$ cat src/rtl/alu_sequencer.sv
// alu_sequencer: single-issue, 4-cycle micro-op sequencer in front of a 2^W x B register file.
// Reads both operands, computes the result, and pulses the file's write port once.
module alu_sequencer #(
    parameter int W = 5,
    parameter int B = 8
) (
    input  logic         clk,
    input  logic         reset,
    input  logic         in_valid,
    output logic         in_ready,
    input  logic [2:0]   in_op,
    input  logic [W-1:0] in_rd,
    input  logic [W-1:0] in_rs1,
    input  logic [W-1:0] in_rs2,
    input  logic [B-1:0] in_imm,
    output logic [W-1:0] r_addr_A,
    output logic [W-1:0] r_addr_B,
    input  logic [B-1:0] r_data_A,
    input  logic [B-1:0] r_data_B,
    output logic [W-1:0] w_addr,
    output logic [B-1:0] w_data,
    output logic         wr_en,
    output logic         done,
    output logic         zero_flag,
    output logic         carry_flag
);

    localparam logic [2:0] OP_ADD = 3'b000;
    localparam logic [2:0] OP_SUB = 3'b001;
    localparam logic [2:0] OP_AND = 3'b010;
    localparam logic [2:0] OP_OR  = 3'b011;
    localparam logic [2:0] OP_XOR = 3'b100;
    localparam logic [2:0] OP_LDI = 3'b101;
    localparam logic [2:0] OP_MOV = 3'b110;
    localparam logic [2:0] OP_NOP = 3'b111;

    typedef enum logic [1:0] {S_IDLE, S_READ, S_EXEC, S_WRITE} state_t;

    state_t       state_q;
    logic [2:0]   op_q;
    logic [W-1:0] rd_q;
    logic [B-1:0] imm_q;
    logic [B-1:0] opa_q;
    logic [B-1:0] opb_q;
    logic         carry_pend_q;

    logic [B:0]   sum_s;
    logic [B:0]   diff_s;
    logic [B-1:0] res_d;
    logic         carry_d;

    // Ready is gated by reset so it reads 0 while reset is held, 1 right after release.
    assign in_ready = (state_q == S_IDLE) && !reset;

    // ALU on the captured operands; bit B of the B+1-bit difference is the borrow.
    always_comb begin
        sum_s   = {1'b0, opa_q} + {1'b0, opb_q};
        diff_s  = {1'b0, opa_q} - {1'b0, opb_q};
        res_d   = w_data;
        carry_d = carry_flag;
        case (op_q)
            OP_ADD: begin
                res_d   = sum_s[B-1:0];
                carry_d = sum_s[B];
            end
            OP_SUB: begin
                res_d   = diff_s[B-1:0];
                carry_d = diff_s[B];
            end
            OP_AND:  res_d = opa_q & opb_q;
            OP_OR:   res_d = opa_q | opb_q;
            OP_XOR:  res_d = opa_q ^ opb_q;
            OP_LDI:  res_d = imm_q;
            OP_MOV:  res_d = opa_q;
            default: res_d = w_data;
        endcase
    end

    // Sequencer FSM with registered read/write-port and flag outputs.
    always_ff @(posedge clk or posedge reset) begin
        if (reset) begin
            state_q      <= S_IDLE;
            op_q         <= OP_NOP;
            rd_q         <= {W{1'b0}};
            imm_q        <= {B{1'b0}};
            opa_q        <= {B{1'b0}};
            opb_q        <= {B{1'b0}};
            carry_pend_q <= 1'b0;
            r_addr_A     <= {W{1'b0}};
            r_addr_B     <= {W{1'b0}};
            w_addr       <= {W{1'b0}};
            w_data       <= {B{1'b0}};
            wr_en        <= 1'b0;
            done         <= 1'b0;
            zero_flag    <= 1'b0;
            carry_flag   <= 1'b0;
        end else begin
            case (state_q)
                S_IDLE: begin
                    if (in_valid) begin
                        op_q     <= in_op;
                        rd_q     <= in_rd;
                        imm_q    <= in_imm;
                        r_addr_A <= in_rs1;
                        r_addr_B <= in_rs2;
                        state_q  <= S_READ;
                    end else begin
                        state_q  <= S_IDLE;
                    end
                end
                S_READ: begin
                    opa_q   <= r_data_A;
                    opb_q   <= r_data_B;
                    state_q <= S_EXEC;
                end
                S_EXEC: begin
                    if (op_q != OP_NOP) begin
                        w_addr <= rd_q;
                        w_data <= res_d;
                        wr_en  <= 1'b1;
                    end else begin
                        wr_en  <= 1'b0;
                    end
                    carry_pend_q <= carry_d;
                    done         <= 1'b1;
                    state_q      <= S_WRITE;
                end
                S_WRITE: begin
                    wr_en <= 1'b0;
                    done  <= 1'b0;
                    if (op_q != OP_NOP) begin
                        zero_flag <= (w_data == {B{1'b0}});
                    end else begin
                        zero_flag <= zero_flag;
                    end
                    if ((op_q == OP_ADD) || (op_q == OP_SUB)) begin
                        carry_flag <= carry_pend_q;
                    end else begin
                        carry_flag <= carry_flag;
                    end
                    state_q <= S_IDLE;
                end
                default: state_q <= S_IDLE;
            endcase
        end
    end

endmodule

$ cat config.mk
export PLATFORM = sky130hd
export DESIGN_NAME = alu_sequencer
export DESIGN_NICKNAME = d
export VERILOG_FILES = /design/src/rtl/alu_sequencer.sv
export SDC_FILE = /design/constraint.sdc
export NUM_CORES = 1
export LEC_CHECK = 0
export BUFFER_PORTS_ARGS = -buffer_cell sky130_fd_sc_hd__buf_2
export CORE_MARGIN = 2
export CORE_UTILIZATION = 50
export CTS_CLUSTER_SIZE = 8
export DETAILED_ROUTE_END_ITERATION = 10
export PLACE_DENSITY = 0.74
export SYNTH_ARGS = -nofsm -noshare
export SYNTH_HDL_FRONTEND = slang
export SYNTH_SLANG_ARGS = --single-unit
$ cat constraint.sdc
create_clock -name clk -period 2.25 [get_ports clk]
set_input_delay 0.45 -clock clk [delete_from_list [all_inputs] [get_ports clk]]
set_output_delay 0.45 -clock clk [all_outputs]
set_load 0.005 [all_outputs]
# --- After elaboration in Yosys (flattened, before gate mapping) ---
# Cells that the tools add are included.
word_totals:
  ff_bits: 62
  input_bits: 45
  wordCells: 50
classes:
  bitwise_logic: 3
  mux: 7
  add_sub_neg: 2
  reduce_logical: 13
  eq_ne: 10
op_table:
  columns: ["operator", "count"]
  rows:
  - ["$pmux 8 s7", 1]
  - ["$add 8x8->9", 1]
  - ["$eq 3x3->1 const B", 3]
  - ["$sub 8x8->9", 1]
  - ["$and 8x8->8", 1]
  - ["$logic_not 8->1", 1]
  - ["$or 8x8->8", 1]
  - ["$pmux 2 s4", 1]
  - ["$reduce_and 2->1", 4]
  - ["$xor 8x8->8", 1]
  - ["$reduce_bool 7->1", 1]
  - ["$eq 3x2->1 const B", 2]
  - ["$pmux 1 s2", 3]
  - ["$eq 2x2->1 const B", 2]
  - ["$eq 3x1->1 const B", 1]
  - ["$logic_not 3->1", 1]
  - ["$ne 3x3->1 const B", 1]
  - ["$reduce_and 3->1", 1]
  - ["$eq 2x1->1 const B", 1]
  - ["$logic_not 2->1", 1]
  - ["$mux 1", 2]
  - ["$reduce_bool 2->1", 1]
  - ["$logic_and 1x1->1", 1]
  - ["$logic_not 1->1", 1]
  - ["$logic_or 1x1->1", 1]

# --- Depth between registers and ports, before layout ---
logic_depth:
  ltp_word: 3
  depth_mapped: 10

# --- Least setup slack after synthesis ---
# Ideal clock, no wire load.
synth_path:
  path_type: "reg-to-reg"
  start: "register op_q[2]"
  end: "register w_data[5]"
  t_required_ns: 2.124
  path_buffers: 2
  period_less_slack_ns: 2.338
  path_stages_with_launch: 10
  arrival_ns: 2.212
  slack_ns: -0.088
  path_cell_list: "dfstp_2 -> buf_2 -> inv_1 -> ha_1 -> or3_1 -> and3_1 -> buf_6 -> o211ai_2 -> mux2i_1 -> a221o_1"
synth_between:
  elab_chain_len: 3
  word_cells_on_any_way: 11
synth_lines:
  columns: ["item", "line", "source"]
  rows:
  - ["start: declaration", "40", "logic [2:0] op_q;"]
  - ["start signal: assignment", "101", "op_q <= in_op;"]
  - ["$eq 3x1->1 (tied with other cells)", "61", "case (op_q)"]
  - ["$reduce_bool 7->1 (no line)", null, null]
  - ["$reduce_and 3->1 (no line)", null, null]
  - ["end signal: assignment", "92", "w_data <= {B{1'b0}};"]
  - ["end signal: assignment", "119", "w_data <= res_d;"]
  - ["end: declaration", "21", "output logic [B-1:0] w_data,"]
# Parallel ways exist; a longest one is shown, timed or not.
# A chain may end at the register's enable or synchronous reset.

# --- Final worst setup path ---
layout_path:
  start: "register opa_q[0]"
  end: "register w_data[1]"
layout_between:
  elab_chain_len: 2
  word_cells_on_any_way: 3
layout_lines:
  columns: ["item", "line", "source"]
  rows:
  - ["start: declaration", "43", "logic [B-1:0] opa_q;"]
  - ["start signal: assignment", "86", "opa_q <= {B{1'b0}};"]
  - ["start signal: assignment", "112", "opa_q <= r_data_A;"]
  - ["$sub 8x8->9 / $add 8x8->9 (equally long branches)", "58, 57", null]
  - ["$pmux 8 s7 (*)", "61", null]
# Mark *: on every way between the ends. The rest lies on a longest branch, timed or not.

==> results by group <==
Cells and area
  • Diode count: 0
  • Area Overhead vs Synth: 21.97%
  • Layout Nets: 541
  • Final instance area: 4528 um2
  • Share of cells above drive strength 1: 35.68%

Clocking
  • Clk_lat worst skew: 0.34 ns
  • Clock Path Buffers: 2
  • Root Driver: clkbuf_8
  • Num CTS Buffers: 9
  • H-Tree Depth: 3
  • Clock Pin Slew Worst Setup and Hold Paths: 0.07 ns
  • Clock Sinks: 62
  • CTS tree: yes

Logic synthesis
  • Post-synthesis register bit count: 62
  • Post-synthesis cell count: 370
  • Adder-cell area share of the yosys netlist: 11.53%
  • Synth Area in Simple Gates: 11.53%
  • Count leader, synth: dfrtp_1
  • Ys flop type: dfrtp_1
  • Largest cells by area after synthesis: dfrtp_1 40%, ha_1 10%, mux2_2 10%
  • Sequential share of the synthesized area: 41.89%
  • Synth Area in XOR/XNOR: 1.416%
  • Post-Syn Area: 3712 um2
  • Post-synthesis mux area share: 12.81%
  • Synth cell types: 58
  • Post-synth EDFFs: 0
  • Synth Area per Inst: 10.03 um2
  • Largest family of logic cells by synthesized area: compound AO/OA/AOI/OAI gates
  • Syn_nets: 448
  • Synth Area in Compound Gates: 15.81%
  • Yosys warning total: 0
  • Dominant cell type by area after synthesis: dfrtp_1
  • Share of the synthesized area in the top cell type: 39.77%
  • Post-synth ARST share: 100.0%
  • Commonest cells post-synth: 59 x dfrtp_1, 39 x nand2_1, 34 x mux2_2

Floorplanning
  • Die area: 8130 um2
  • Starting density of the core: 51.46%
  • Die height: 90.17 um
  • Core Box Area: 7214 um2
  • Standard-cell rows: 31
  • Die extent in x: 90.17 um
  • # IOs: 73

Setup path
  • Worst Path Arrival: 2.55 ns
  • CP Data Required Time: 2.52 ns
  • CP delay by family, top: multiplexers
  • Slowest stage delay, CP: 0.46 ns
  • CP max stage cell: mux4_2
  • Crit Path Class: flop to flop
  • CP bufs+invs: 1
  • Crit. End Element: flop
  • CP Max Fanout: 3
  • Critical Path Start Type: flop
  • CP Cell Sequence: ha_2 > inv_2 > fa_1 > mux2_4 > mux4_2 > a221o_1 > o21ai_1

STA
  • Minimum clock period: 2.278 ns
  • Setup violators final: 1
  • RSZ-0062 raised after global routing: yes
  • Setup Skew: 0.005631 ns
  • Tcrit/Tclk final: 101.2%
  • Setup ws final: -0.02796 ns
  • FMAX: 0.4390 GHz
  • Setup TNS Final: -0.02796 ns
  • Final hold vios: 0
  • Slew HR: 63.74%
  • Least-Margin Pin Slew: 0.5407 ns
  • Max-slew violation count: 0
  • Worst hold slack: 0.3061 ns

Power
  • Overall Power: 7.706 mW
  • Combinational power share: 61.3%
  • Clock power share: 11.4%
  • Seq pwr share: 27.3%
  • Sw Ratio: 43.93%
  • Peak supply drop: 0.8111 mV
  • Psw: 3.385 mW
  • Pleak: 2.129 nW
  • Cell Pwr Density: 1702 nW/um2
  • Int Pwr: 4.320 mW

Job
  • Max_cap viols: 0

GRT
  • GRT overflow: 0
  • Largest net degree at the start of global routing: 62
  • Vias in the first global route: 3012
  • Initial antenna violation count: 0
  • Total GRT Usage: 23.44%
  • Global-route wire length before repair: 14940 um

Placement
  • DP Wirelength: 6900 um
  • GPL Wtd Cong: 0.8892
  • Port Buffers: 72
  • Placed inst area: 4274 um2

Min path
  • Hold WC Path Type: input port to flop

Status
  • Run status: finished with violations
  • Failing checks: negative setup slack

Drt
  • Routed Antenna Nets: 0
  • Routed WL per cell: 16.23 um
  • Via/cell ratio: 5.325
  • DRC: 0
  • DR pass1 iterations: 4
  • Starting DRT DRC Count: 116
  • Total wire length: 9205 um
  • Vias: 3019
[worst register-to-register path: stages, from the launching register on]
cell and delay (ns):
dfrtp_1 0.39, ha_2 0.20, inv_2 0.04, fa_1 0.45, mux2_4 0.27, mux4_2 0.46, a221o_1 0.27, o21ai_1 0.13
[cells by family (layout without fill, tap and decap cells)]
family | Yosys count | in the layout
xor+xnor | 6 | 6
flops | 62 | 62
fa+ha+maj | 33 | 33
buf+inv | 45 | 143
compound gates | 90 | 90
mux | 42 | 42
simple gates | 92 | 92
[power by group through the flow]
| stage | logic [mW] | registers [mW] | clock network, mW |
|---|---|---|---|
| finish | 4.72 | 2.11 | 0.880 |
| global route | 5.17 | 2.18 | 0.955 |
| CTS | 4.55 | 2.11 | 0.904 |
| detailed placement | 4.45 | 2.13 | 0 |
| global placement | 4.36 | 2.08 | 0 |
| floorplan | 3.10 | 2.04 | 0 |
[what timing repair did]
item	in CTS	in global routing
hold buffers	1	0
pin swaps	2	6
hold endpoints to repair	1	0
setup endpoints to repair	2	4
gates resized for setup	4	6
buffers inserted	2	4
[per-layer routing]
layer  vias to the layer above  routed length, um  global-route usage (%)  part of all wire (%)
li1                       1477                  -                       -                     -
met1                      1450               3994                   30.44                    43
met2                        78               4559                   38.53                    50
met3                        14                468                   4.526                   5.1
met4                         0                182                   9.744                   2.0
met5                         -                  0                       0                     0
[path summary, 6_finish.rpt]
kind | slack [ns] | cells past startpoint | endpoint | start
setup reg to reg | -0.03 | 7 | w_data[1] | opa_q[0]
min in group asynchronous | 0.50 | 3 | r_addr_B[0] | reset
hold / removal | 0.31 | 3 | opa_q[2] | r_data_A[2]
hold reg to reg | 0.50 | 1 | w_data[0] | w_data[0]
max in group asynchronous | 1.19 | 4 | op_q[0] | reset
setup / recovery | -0.03 | 7 | w_data[1] | opa_q[0]
[per-stage QoR]
step	setup slack, ns	utilization, %	instances
6_report	-0.02796	62.76	567
2_1_floorplan	0.007150	-	370
3_5_place_dp	-0.04342	59.24	544
3_3_place_gp	0.02608	59.24	544
5_1_grt	-0.1083	62.76	567
4_1_cts	-0.03507	62.12	563
[cells in the final DEF, fill, tap and decap left out, drive strengths merged, types with 2 or more instances in the layout]
| cell | synthesis | layout |
|---|---|---|
| nand2 | 39 | 39 |
| o32a | 2 | 2 |
| fa | 2 | 2 |
| a21o | 3 | 3 |
| clkinv | 0 | 3 |
| mux2i | 7 | 7 |
| o311ai | 3 | 3 |
| a31oi | 3 | 3 |
| o21bai | 2 | 2 |
| a21oi | 20 | 20 |
| inv | 29 | 30 |
| o211ai | 2 | 2 |
| dfrtp | 59 | 59 |
| nor4 | 4 | 4 |
| dfstp | 3 | 3 |
| buf | 7 | 97 |
| clkbuf | 9 | 9 |
| a211oi | 4 | 4 |
| xnor2 | 5 | 5 |
| nor3 | 4 | 4 |
| nor2 | 24 | 24 |
| and2 | 2 | 2 |
| nand2b | 5 | 5 |
| o21ai | 32 | 32 |
| nor2b | 4 | 4 |
| or3 | 3 | 3 |
| ha | 31 | 31 |
| nor3b | 3 | 3 |
| o2bb2ai | 2 | 2 |
| mux2 | 34 | 34 |
| a221o | 2 | 2 |
| clkinvlp | 0 | 3 |
[cell type report]
| cell class | instances | area [um2] |
|---|---|---|
| Inverter | 29 | 108.9 |
| Multi-Input combinational cell | 263 | 1996 |
| Tap cell | 99 | 123.9 |
| Sequential cell | 62 | 1555 |
| Clock inverter | 7 | 50.05 |
| Fill cell | 630 | 2686 |
| Timing Repair Buffer | 98 | 570.5 |
| Clock buffer | 9 | 123.9 |
[registers in the layout (all words and copies together), names as in the netlist, 2 cells and up]
signal / flops
imm_q: 8
opa_q: 8
opb_q: 8
w_data: 8
r_addr_A: 5
r_addr_B: 5
rd_q: 5
w_addr: 5
op_q: 3
state_q: 2
No activity file was read; power rests on OpenSTA's default activity.
